==> src/rtl/id_ex_pkg.sv <==
`default_nettype none
// ============================================================================
// Package     : id_ex_pkg
// Description : Shared constants and types for the ID->EX pipeline boundary.
//               Holds the default payload/control widths, the bit layout of
//               the decoded control word and the skid-buffer state encoding.
// Revision    : 1.0 - initial release
// ============================================================================
package id_ex_pkg;

  // Default widths: payload {rs1_data,rs2_data,imm,pc,compressed}, control word.
  localparam int unsigned ID_EX_DATA_W = 129;
  localparam int unsigned ID_EX_CTRL_W = 29;

  // Control word layout, MSB to LSB:
  // {rd,rs1,rs2,alu_src,alu_op,jal,jalr,branch,bne,mem_ren,mem_wen,mem_to_reg,
  //  reg_wen,branch_taken}
  localparam int unsigned BRANCH_TAKEN_LSB = 0;
  localparam int unsigned REG_WEN_LSB      = 1;
  localparam int unsigned MEM_TO_REG_LSB   = 2;
  localparam int unsigned MEM_WEN_LSB      = 3;
  localparam int unsigned MEM_REN_LSB      = 4;
  localparam int unsigned BNE_LSB          = 5;
  localparam int unsigned BRANCH_LSB       = 6;
  localparam int unsigned JALR_LSB         = 7;
  localparam int unsigned JAL_LSB          = 8;
  localparam int unsigned ALU_OP_LSB       = 9;
  localparam int unsigned ALU_OP_W         = 4;
  localparam int unsigned ALU_SRC_LSB      = 13;
  localparam int unsigned RS2_LSB          = 14;
  localparam int unsigned RS1_LSB          = 19;
  localparam int unsigned RD_LSB           = 24;
  localparam int unsigned REG_IDX_W        = 5;

  // Occupancy of the skid buffer (head register H, skid register S).
  typedef enum logic [1:0] {
    EMPTY = 2'd0,
    ONE   = 2'd1,
    FULL  = 2'd2
  } skid_state_t;

endpackage : id_ex_pkg
`default_nettype wire

==> src/rtl/id_ex_skid_stage_sat_counter.sv <==
`default_nettype none
// ============================================================================
// Module      : sat_counter
// Description : Saturating up-counter. Sticks at all-ones instead of wrapping;
//               a clear request overrides an increment in the same cycle.
// Ports       : clk, rst_n (async, active-low), inc (count this cycle),
//               clr (synchronous clear), cnt (current value).
// Revision    : 1.0 - initial release
// ============================================================================
module sat_counter #(
  parameter int W = 16
) (
  input  logic         clk,
  input  logic         rst_n,
  input  logic         inc,
  input  logic         clr,
  output logic [W-1:0] cnt
);

  logic [W-1:0] r_cnt;

  always_ff @(posedge clk or negedge rst_n) begin
    if (!rst_n) begin
      r_cnt <= '0;
    end else if (clr) begin
      r_cnt <= '0;
    end else if (inc && (r_cnt != {W{1'b1}})) begin
      r_cnt <= r_cnt + {{(W-1){1'b0}}, 1'b1};
    end
  end

  assign cnt = r_cnt;

endmodule : sat_counter
`default_nettype wire

==> src/rtl/id_ex_skid_stage.sv <==
`default_nettype none
// ============================================================================
// Module      : id_ex_skid_stage
// Description : ID->EX pipeline boundary with valid/ready handshake. With
//               SKID_EN=1 a 2-entry skid buffer registers in_ready so EX
//               back-pressure never reaches IF/ID combinationally; with
//               SKID_EN=0 it is a single stall/flush register. Flush clears
//               only the control field of held entries. Saturating stall and
//               bubble counters are provided for performance tuning.
// Ports       : clk, rst_n (async, active-low), flush,
//               in_valid/in_ready/in_data/in_ctrl   (ID side),
//               out_valid/out_ready/out_data/out_ctrl (EX side),
//               perf_clr, stall_cnt, bubble_cnt.
// Revision    : 1.0 - initial release
// ============================================================================
module id_ex_skid_stage
  import id_ex_pkg::*;
#(
  parameter int DATA_W  = ID_EX_DATA_W,
  parameter int CTRL_W  = ID_EX_CTRL_W,
  parameter int SKID_EN = 1,
  parameter int PERF_W  = 16
) (
  input  logic              clk,
  input  logic              rst_n,
  input  logic              flush,
  input  logic              in_valid,
  output logic              in_ready,
  input  logic [DATA_W-1:0] in_data,
  input  logic [CTRL_W-1:0] in_ctrl,
  output logic              out_valid,
  input  logic              out_ready,
  output logic [DATA_W-1:0] out_data,
  output logic [CTRL_W-1:0] out_ctrl,
  input  logic              perf_clr,
  output logic [PERF_W-1:0] stall_cnt,
  output logic [PERF_W-1:0] bubble_cnt
);

  logic              w_in_ready;
  logic              w_out_valid;
  logic              w_fire_in;
  logic              w_fire_out;
  logic [DATA_W-1:0] w_head_data;
  logic [CTRL_W-1:0] w_head_ctrl;

  assign w_fire_in  = in_valid & w_in_ready;
  assign w_fire_out = w_out_valid & out_ready;

  if (SKID_EN != 0) begin : g_skid
    skid_state_t       r_state,  w_state_nxt;
    logic [DATA_W-1:0] r_h_data, w_h_data_nxt;
    logic [DATA_W-1:0] r_s_data, w_s_data_nxt;
    logic [CTRL_W-1:0] r_h_ctrl, w_h_ctrl_nxt;
    logic [CTRL_W-1:0] r_s_ctrl, w_s_ctrl_nxt;

    // Depends only on state, so ready is effectively a registered signal.
    assign w_in_ready  = (r_state != FULL);
    assign w_out_valid = (r_state != EMPTY);
    assign w_head_data = r_h_data;
    assign w_head_ctrl = r_h_ctrl;

    always_comb begin
      w_state_nxt  = r_state;
      w_h_data_nxt = r_h_data;
      w_h_ctrl_nxt = r_h_ctrl;
      w_s_data_nxt = r_s_data;
      w_s_ctrl_nxt = r_s_ctrl;
      case (r_state)
        EMPTY: begin
          if (w_fire_in) begin
            w_h_data_nxt = in_data;
            w_h_ctrl_nxt = in_ctrl;
            w_state_nxt  = ONE;
          end
        end
        ONE: begin
          if (w_fire_in && w_fire_out) begin
            w_h_data_nxt = in_data;
            w_h_ctrl_nxt = in_ctrl;
          end else if (w_fire_in) begin
            w_s_data_nxt = in_data;
            w_s_ctrl_nxt = in_ctrl;
            w_state_nxt  = FULL;
          end else if (w_fire_out) begin
            w_state_nxt  = EMPTY;
          end
        end
        FULL: begin
          // in_ready is low here, so nothing can be accepted alongside the shift.
          if (w_fire_out) begin
            w_h_data_nxt = r_s_data;
            w_h_ctrl_nxt = r_s_ctrl;
            w_state_nxt  = ONE;
          end
        end
        default: w_state_nxt = EMPTY;
      endcase
      // Flush drops every entry, including one offered this cycle; payload is
      // left untouched and only the control fields become NOPs.
      if (flush) begin
        w_state_nxt  = EMPTY;
        w_h_data_nxt = r_h_data;
        w_s_data_nxt = r_s_data;
        w_h_ctrl_nxt = '0;
        w_s_ctrl_nxt = '0;
      end
    end

    always_ff @(posedge clk or negedge rst_n) begin
      if (!rst_n) begin
        r_state  <= EMPTY;
        r_h_data <= '0;
        r_h_ctrl <= '0;
        r_s_data <= '0;
        r_s_ctrl <= '0;
      end else begin
        r_state  <= w_state_nxt;
        r_h_data <= w_h_data_nxt;
        r_h_ctrl <= w_h_ctrl_nxt;
        r_s_data <= w_s_data_nxt;
        r_s_ctrl <= w_s_ctrl_nxt;
      end
    end
  end else begin : g_single
    logic              r_valid;
    logic [DATA_W-1:0] r_data;
    logic [CTRL_W-1:0] r_ctrl;

    // Legacy timing: EX back-pressure passes straight through to ID.
    assign w_in_ready  = out_ready | ~r_valid;
    assign w_out_valid = r_valid;
    assign w_head_data = r_data;
    assign w_head_ctrl = r_ctrl;

    always_ff @(posedge clk or negedge rst_n) begin
      if (!rst_n) begin
        r_valid <= 1'b0;
        r_data  <= '0;
        r_ctrl  <= '0;
      end else if (flush) begin
        r_valid <= 1'b0;
        r_ctrl  <= '0;
        if (w_fire_in) begin
          r_data <= in_data;
        end
      end else if (w_fire_in) begin
        r_valid <= 1'b1;
        r_data  <= in_data;
        r_ctrl  <= in_ctrl;
      end else if (w_fire_out) begin
        r_valid <= 1'b0;
        r_ctrl  <= '0;
      end
    end
  end

  assign in_ready  = w_in_ready;
  assign out_valid = w_out_valid;
  assign out_data  = w_head_data;
  // Invalid slots always present a NOP control word to EX.
  assign out_ctrl  = w_out_valid ? w_head_ctrl : '0;

  sat_counter #(.W(PERF_W)) u_stall_cnt (
    .clk   (clk),
    .rst_n (rst_n),
    .inc   (w_out_valid & ~out_ready),
    .clr   (perf_clr),
    .cnt   (stall_cnt)
  );

  sat_counter #(.W(PERF_W)) u_bubble_cnt (
    .clk   (clk),
    .rst_n (rst_n),
    .inc   (~w_out_valid),
    .clr   (perf_clr),
    .cnt   (bubble_cnt)
  );

endmodule : id_ex_skid_stage
`default_nettype wire

==> config.mk <==
export PLATFORM = sky130hd
export DESIGN_NAME = id_ex_skid_stage
export DESIGN_NICKNAME = d
export VERILOG_FILES = /design/src/rtl/id_ex_pkg.sv /design/src/rtl/id_ex_skid_stage_sat_counter.sv /design/src/rtl/id_ex_skid_stage.sv
export SDC_FILE = /design/constraint.sdc
export NUM_CORES = 1
export LEC_CHECK = 0
export ABC_AREA = 0
export CAP_MARGIN = 40
export CORE_MARGIN = 2
export CORE_UTILIZATION = 55
export DETAILED_ROUTE_END_ITERATION = 6
export GPL_TIMING_DRIVEN = 1
export PLACE_DENSITY_LB_ADDON = 0.15
export SETUP_SLACK_MARGIN = 0.2
export SYNTH_ARGS = -nofsm -noshare
export SYNTH_HDL_FRONTEND = slang
export SYNTH_SLANG_ARGS = --single-unit
==> constraint.sdc <==
create_clock -name clk -period 3.4 [get_ports clk]
set_input_delay 0.68 -clock clk [delete_from_list [all_inputs] [get_ports clk]]
set_output_delay 0.68 -clock clk [all_outputs]
set_load 0.05 [all_outputs]
==> results of run 1 <==
## worst reg2reg max path, delay by kind of cell (launching register included)
kind                     cells  cell delay (ps)
multiplexers                 1              370
AND/OR/NAND/NOR              3              790
adder cells (fa/ha/maj)      1              230
buffers and inverters        3              700
flip-flops                   1              400
## cell families (layout without fill, tap and decap cells)
family	after synthesis	after routing	share of synthesized area
mux	426	426	0.299
other cells	0	3	0
simple gates	224	224	0.0741
xor+xnor	1	1	0.000551
compound gates	114	114	0.0451
buf+inv	91	462	0.0250
fa+ha+maj	7	7	0.00551
flops	350	350	0.551
## placed cells by master, fill, tap and decap left out, types with 4 or more instances in the layout
| cell type | instances |
|---|---|
| sky130_fd_sc_hd__and4_1 | 4 |
| sky130_fd_sc_hd__clkdlybuf4s50_1 | 336 |
| sky130_fd_sc_hd__nor3_1 | 34 |
| sky130_fd_sc_hd__dlymetal6s2s_1 | 15 |
| sky130_fd_sc_hd__mux2_1 | 10 |
| sky130_fd_sc_hd__clkinv_2 | 6 |
| sky130_fd_sc_hd__nand4_1 | 9 |
| sky130_fd_sc_hd__a21oi_1 | 52 |
| sky130_fd_sc_hd__o31ai_1 | 12 |
| sky130_fd_sc_hd__mux2i_1 | 30 |
| sky130_fd_sc_hd__mux2_2 | 386 |
| sky130_fd_sc_hd__nand3_1 | 11 |
| sky130_fd_sc_hd__nand2_1 | 69 |
| sky130_fd_sc_hd__ha_1 | 6 |
| sky130_fd_sc_hd__o21ai_0 | 7 |
| sky130_fd_sc_hd__inv_1 | 11 |
| sky130_fd_sc_hd__buf_4 | 19 |
| sky130_fd_sc_hd__clkbuf_8 | 7 |
| sky130_fd_sc_hd__or3_1 | 6 |
| sky130_fd_sc_hd__dfrtp_1 | 350 |
| sky130_fd_sc_hd__a211oi_1 | 30 |
| sky130_fd_sc_hd__nor2_1 | 16 |
| sky130_fd_sc_hd__or4_1 | 14 |
| sky130_fd_sc_hd__nand2b_1 | 6 |
| sky130_fd_sc_hd__clkbuf_16 | 39 |
| sky130_fd_sc_hd__nor2b_1 | 37 |
| sky130_fd_sc_hd__buf_12 | 13 |
| sky130_fd_sc_hd__clkbuf_1 | 11 |
## area by class of cell
type,instances,area (um^2),area share
timing repair buffer,386,3980,0.188
tap,384,480,0.0226
multi-input combinational,772,6800,0.320
clock inverter,8,46.3,0.00218
clock buffer,57,1110,0.0525
sequential,350,8760,0.413
antenna,3,7.51,0.000354
inverter,11,41.3,0.00195
## sequential cells by signal, indices dropped and copies added, names as in the netlist
| register | flops |
|---|---|
| g_skid.r_s_data | 129 |
| g_skid.r_s_ctrl | 29 |
| g_skid.r_h_ctrl | 29 |
| u_stall_cnt.cnt | 16 |
| out_data | 129 |
| u_bubble_cnt.cnt | 16 |
| g_skid.r_state | 2 |
## Yosys cell counts (12+ instances only)
master                     number
sky130_fd_sc_hd__dfrtp_1      350
sky130_fd_sc_hd__buf_2         39
sky130_fd_sc_hd__mux2_2       386
sky130_fd_sc_hd__o31ai_1       12
sky130_fd_sc_hd__a21oi_1       52
sky130_fd_sc_hd__a211oi_1      30
sky130_fd_sc_hd__nor2b_1       37
sky130_fd_sc_hd__nor3_1        34
sky130_fd_sc_hd__nand2_1       69
sky130_fd_sc_hd__mux2i_1       30
sky130_fd_sc_hd__or4_1         14
sky130_fd_sc_hd__clkbuf_1      37
sky130_fd_sc_hd__nor2_1        18
## through the flow
stage          area [um^2]  total power, W   util  hold slack [ps]
2_1_floorplan        15900          0.0108      -              384
5_1_grt              21200          0.0178  0.742              209
6_report             21200          0.0171  0.742              153
4_1_cts              21200          0.0172  0.740              192
3_3_place_gp         20000          0.0131  0.700              478
3_5_place_dp         20000          0.0133  0.700              484
## layer usage
metal | routed length (um) | GRT usage
met5 | 40 | 0
met4 | 1050 | 0.0816
met3 | 2920 | 0.0774
met2 | 18400 | 0.412
met1 | 15500 | 0.320
## timing repair
item | in CTS | in global routing
resized for setup | 1 | 15
hold endpoints to repair | 0 | 0
endpoints found under the setup margin | 1 | 15
cloned | 0 | 0
hold buffers | 0 | 0
## worst paths after layout
path / start / endpoint / depth (start not counted)
max: g_skid.r_state[1] / out_ctrl[27] / 5
max in group asynchronous: rst_n / g_skid.r_s_data[88] / 2
max reg2reg: g_skid.r_state[0] / g_skid.r_s_data[93] / 8
min reg2reg: g_skid.r_s_data[79] / g_skid.r_s_data[79] / 1
min: rst_n / u_bubble_cnt.cnt[15] / 1
min in group clk: flush / g_skid.r_state[1] / 2
## where the power goes
part	leakage, nW	total (W)	internal [W]	switching, W
clock network	0.572	0.00386	0.00226	0.00161
registers	4.31	0.00648	0.00569	0.000791
logic	3.91	0.00672	0.00279	0.00393
total	8.79	0.0171	0.0107	0.00633
==> flow_summary.ini, run 1 <==
[sta]
slew_headroom = 0.486
finalWorstSetupSlack_ps = 282
min_period_ps = 3120
timing.final.setup_violations = 0
max_freq_mhz = 321
worst_slew_pin_slew_ps = 765
min_period_over_period = 0.917
setup_repair_after_global_routing_missed_its_margin = false
timing.clock.skew_ps = 19.8
report.final.hold_viol_count = 0
number_of_max_slew_violations_in_the_final_report = 0
fin_setup_tns_ps = 0

[cts]
worst_skew_pair.late_latency_ps = 520
clock-sinks = 350
cts-buffers-inserted = 38
tritoncts = built
clock_pin_slew_on_the_worst_setup_and_hold_paths_ps = 60
clock_tree.root_cell = sky130_fd_sc_hd__clkbuf_16
cts-htree-levels = 2
clk_path_buf_depth = 3
cts.repair_timing.setup_buffer_count = 0

[worst_setup_path]
sum_of_buffers_and_inverters_on_the_critical_path = 3
end_kind = primary output
critical_path.slowest_cell = sky130_fd_sc_hd__clkdlybuf4s50_1
worst-endpoint-required_ps = 2720
timing.reg2reg.setup_slack_ps = 790
crit_path_launch_type = register
critical_path.cell_chain = inv_1 > ha_1 > buf_12 > nor2b_1 > clkdlybuf4s50_1
critical_path_class = reg2out
worstPathArrival_ps = 2440
timing.critical_path.max_delay_family = buffers and inverters
path_max_fanout = 43
crit_path_max_incr_delay_ps = 820

[logic_synthesis]
synth_top_cells_by_area = sky130_fd_sc_hd__dfrtp_1 55%, sky130_fd_sc_hd__mux2_2 27%, sky130_fd_sc_hd__mux2i_1 1.9%
synthesis.area_per_instance_um2 = 13.1
synth.net_count = 1384
postSynth.topFlopCell = sky130_fd_sc_hd__dfrtp_1
cell_type_with_the_largest_total_area_after_synthesis = sky130_fd_sc_hd__dfrtp_1
synth-seq-cells = 350
synthesis.area_mm2 = 0.0159
synth_async_sr_flop_share = 1.00
synth.top_cell.area_share = 0.551
netlist_instances = 1213
sequential_to_total_area_share_from_yosys_stat = 0.551
yosysUniqueCellTypes = 44
synth-edff-count = 0
ys.warnings.count = 0

[floorplanning]
dieHeight_um = 174
dieArea_mm2 = 0.0303
placeableCoreArea_mm2 = 0.0286
fp-row-count = 62
start_util = 0.556
ioPinCount = 356
die_w_um = 174

[routing]
post_drt_wl_per_cell_um = 19.3
drc_errors = 0
drt_iter0_markers = 543
postRouteWirelength_mm = 38.0
drt_pre_antenna_iters = 4
detail_route.vias_per_cell = 5.57
antenna_left = 0
vias = 11000

[power_and_ir_drop]
power.density_mw_per_mm2 = 804
peakVddDrop_mv = 0.594
pleak_nw = 8.79

[final_layout]
fin_cells = 1971
fin_nets = 1730
n_fill_cell = 1932
area_growth_syn_to_layout_pct = 33.4
final_layout_size_suffix_gt1_frac = 0.305

[grt]
grt_pass1_wl_mm = 61.3
grt_util_all_layers = 0.251
pin_count_of_the_biggest_net_entering_global_routing = 84
number_of_antenna_violations_at_the_first_check_in_global_routing = 6
vias_in_the_first_global_route = 11500
grt_remaining_overflow = 0

[placement]
placement.io_buffers = 355
dpl.cell_count = 1903
dp_slack_ps = 483
gpl.final_weighted_congestion = 0.814
hpwlAfterDp_mm = 25.8

[worst_hold_path]
min_path_type = in2async

[outcome]
status = finished, final reports clean

[job]
cap_violations = 0
(Power assumes the default switching activity.)
==> inputs of run 2 (changes only) <==
Settings changed: CORE_UTILIZATION 55 to 51.
Clock period 3.4 ns to 3.1 ns, I/O delays scaled along.
==> run 2 against run 1 <==
Net effect: power increased by 14%; clock skew decreased by 8.8 ps; register-to-register slack got worse by 20 ps; combinational power increased by 9.4%; hold slack got worse by 120 ps; worst setup slack improved by 150 ps; critical path depth unchanged; global-route usage decreased by 2.2 points; first-iteration DRC count increased by 2.9%; critical endpoint is now out_valid; largest cell class unchanged.
==> flow_summary.ini, run 2 (same netlist as run 1, synthesis figures left out) <==
[cts]
clock_pin_slew_on_the_worst_setup_and_hold_paths_ps = 60
cts-buffers-inserted = 39
clk_path_buf_depth = 3
cts-htree-levels = 2
clock_tree.root_cell = sky130_fd_sc_hd__clkbuf_16
clock-sinks = 350
tritoncts = built
worst_skew_pair.late_latency_ps = 520
cts.repair_timing.setup_buffer_count = 0
cts-resized-gates = 0
holdBufCountCts = 0

[sta]
timing.clock.skew_ps = 11.0
max_freq_mhz = 375
timing.final.setup_violations = 0
min_period_ps = 2670
whs_ps = 31.0
setup_repair_after_global_routing_missed_its_margin = false
slew_headroom = 0.512
fin_setup_tns_ps = 0
report.final.hold_viol_count = 0
min_period_over_period = 0.861
worst_slew_pin_slew_ps = 727
finalWorstSetupSlack_ps = 432
number_of_max_slew_violations_in_the_final_report = 0

[outcome]
status = finished, final reports clean

[worst_setup_path]
crit_path_launch_type = register
end_kind = primary output
critical_path.cell_chain = inv_1 > ha_2 > buf_4 > inv_1 > buf_4
critical_path_class = reg2out
worstPathArrival_ps = 2050
critical_path.slowest_cell = sky130_fd_sc_hd__dfrtp_1
crit_path_max_incr_delay_ps = 400
worst-endpoint-required_ps = 2480
path_max_fanout = 17

[power_and_ir_drop]
seq_power_share = 0.365
power.switching_w = 0.00701
pwr-share-comb = 0.379
peakVddDrop_mv = 0.654
power.clock.fraction = 0.255
power_report.internal_total_w = 0.0124
pleak_nw = 8.68
power.density_mw_per_mm2 = 908
power.switching_fraction = 0.362

[routing]
antenna_left = 0
top_layer_used = met4
drt_iter0_markers = 559
route.met2.wl_mm = 18.6
wl_met1_mm = 15.7
detail_route.vias_per_cell = 5.51
post_drt_wl_per_cell_um = 19.2
drt_pre_antenna_iters = 4
postRouteWirelength_mm = 38.2
drc_errors = 0
met3_length_mm = 2.90
vias = 11000

[grt]
number_of_antenna_violations_at_the_first_check_in_global_routing = 6
grt_pass1_wl_mm = 60.8
grt_util_all_layers = 0.229
pin_count_of_the_biggest_net_entering_global_routing = 78
grt_remaining_overflow = 0
vias_in_the_first_global_route = 11300

[final_layout]
final_layout_size_suffix_gt1_frac = 0.328
area_growth_syn_to_layout_pct = 34.1
layout.core_utilization = 0.695
fin_nets = 1730
most_used_cells_in_the_layout_excluding_fill_and_tap_cells = 386 x sky130_fd_sc_hd__mux2_2, 350 x sky130_fd_sc_hd__dfrtp_1, 322 x sky130_fd_sc_hd__clkdlybuf4s50_1
mostFrequentLayoutCell = sky130_fd_sc_hd__mux2_2
layout.cell_area.non_filler_mm2 = 0.0213

[floorplanning]
dieHeight_um = 181
die_w_um = 181
ioPinCount = 356
fp-row-count = 64
dieArea_mm2 = 0.0326
start_util = 0.519
placeableCoreArea_mm2 = 0.0307

[placement]
postPlaceCellArea_mm2 = 0.0199
dp_slack_ps = 351
hpwlAfterDp_mm = 25.5
placement.io_buffers = 355
gpl.final_weighted_congestion = 0.827

[job]
cap_violations = 0

[worst_hold_path]
min_path_type = in2async
## run 2: cell count changes in the layout (fill, tap and decap cells not counted), moves of 2 or more
cell and delta:
sky130_fd_sc_hd__clkbuf_8 +3, sky130_fd_sc_hd__buf_4 +32, sky130_fd_sc_hd__diode_2 +2, sky130_fd_sc_hd__clkdlybuf4s50_1 -14, sky130_fd_sc_hd__bufinv_16 +5, sky130_fd_sc_hd__clkbuf_1 -4
sky130_fd_sc_hd__dlymetal6s2s_1 -14, sky130_fd_sc_hd__clkbuf_16 +2, sky130_fd_sc_hd__buf_12 -5
## run 2: worst paths after layout
path | from | endpoint | slack, ps | cells past startpoint
min in group clk | out_data[35] | out_data[35] | 500 | 1
worst max-delay path | g_skid.r_state[0] | out_valid | 430 | 5
max in group asynchronous | rst_n | g_skid.r_s_data[33] | 2250 | 2
worst min-delay path | rst_n | u_bubble_cnt.cnt[15] | 30 | 1
worst max register to register | g_skid.r_state[1] | g_skid.r_h_ctrl[2] | 770 | 6
worst min register to register | out_data[35] | out_data[35] | 500 | 1
## run 2: power groups by stage
stage / Clock [W] / Combinational [W] / Sequential [W]
floorplan: 0 / 0.00245 / 0.00945
global placement: 0 / 0.00726 / 0.00705
detailed placement: 0 / 0.00739 / 0.00714
CTS: 0.00505 / 0.00741 / 0.00709
global route: 0.00525 / 0.00770 / 0.00729
finish: 0.00495 / 0.00735 / 0.00708
## run 2: area by class of cell
cell class | instances | area (um^2)
repair buffers | 385 | 3830
clock inverters | 13 | 205
flip-flops and latches | 350 | 8760
diodes | 5 | 12.5
well taps | 396 | 495
inverters | 11 | 41.3
fillers | 2241 | 9340
multi-input cells | 772 | 6800
clock buffers | 58 | 1190
## run 2: metrics by stage
step | total power [W] | std cells
after global placement | 0.0143 | 1912
after global routing | 0.0202 | 1990
final | 0.0194 | 1990
after detailed placement | 0.0145 | 1914
after CTS | 0.0195 | 1985
after floorplan | 0.0119 | 1213
## run 2: metal layers
| layer | vias to the layer above | track usage |
|---|---|---|
| li1 | 5056 | - |
| met4 | 0 | 0.0726 |
| met2 | 315 | 0.374 |
| met3 | 60 | 0.0722 |
| met5 | - | 0 |
| met1 | 5533 | 0.292 |
## run 2: critical path, delay by kind of cell, from the launching register on
family                     cells  cell delay (ps)
adders and majority gates      1              320
buffers and inverters          4              800
DFF                            1              400
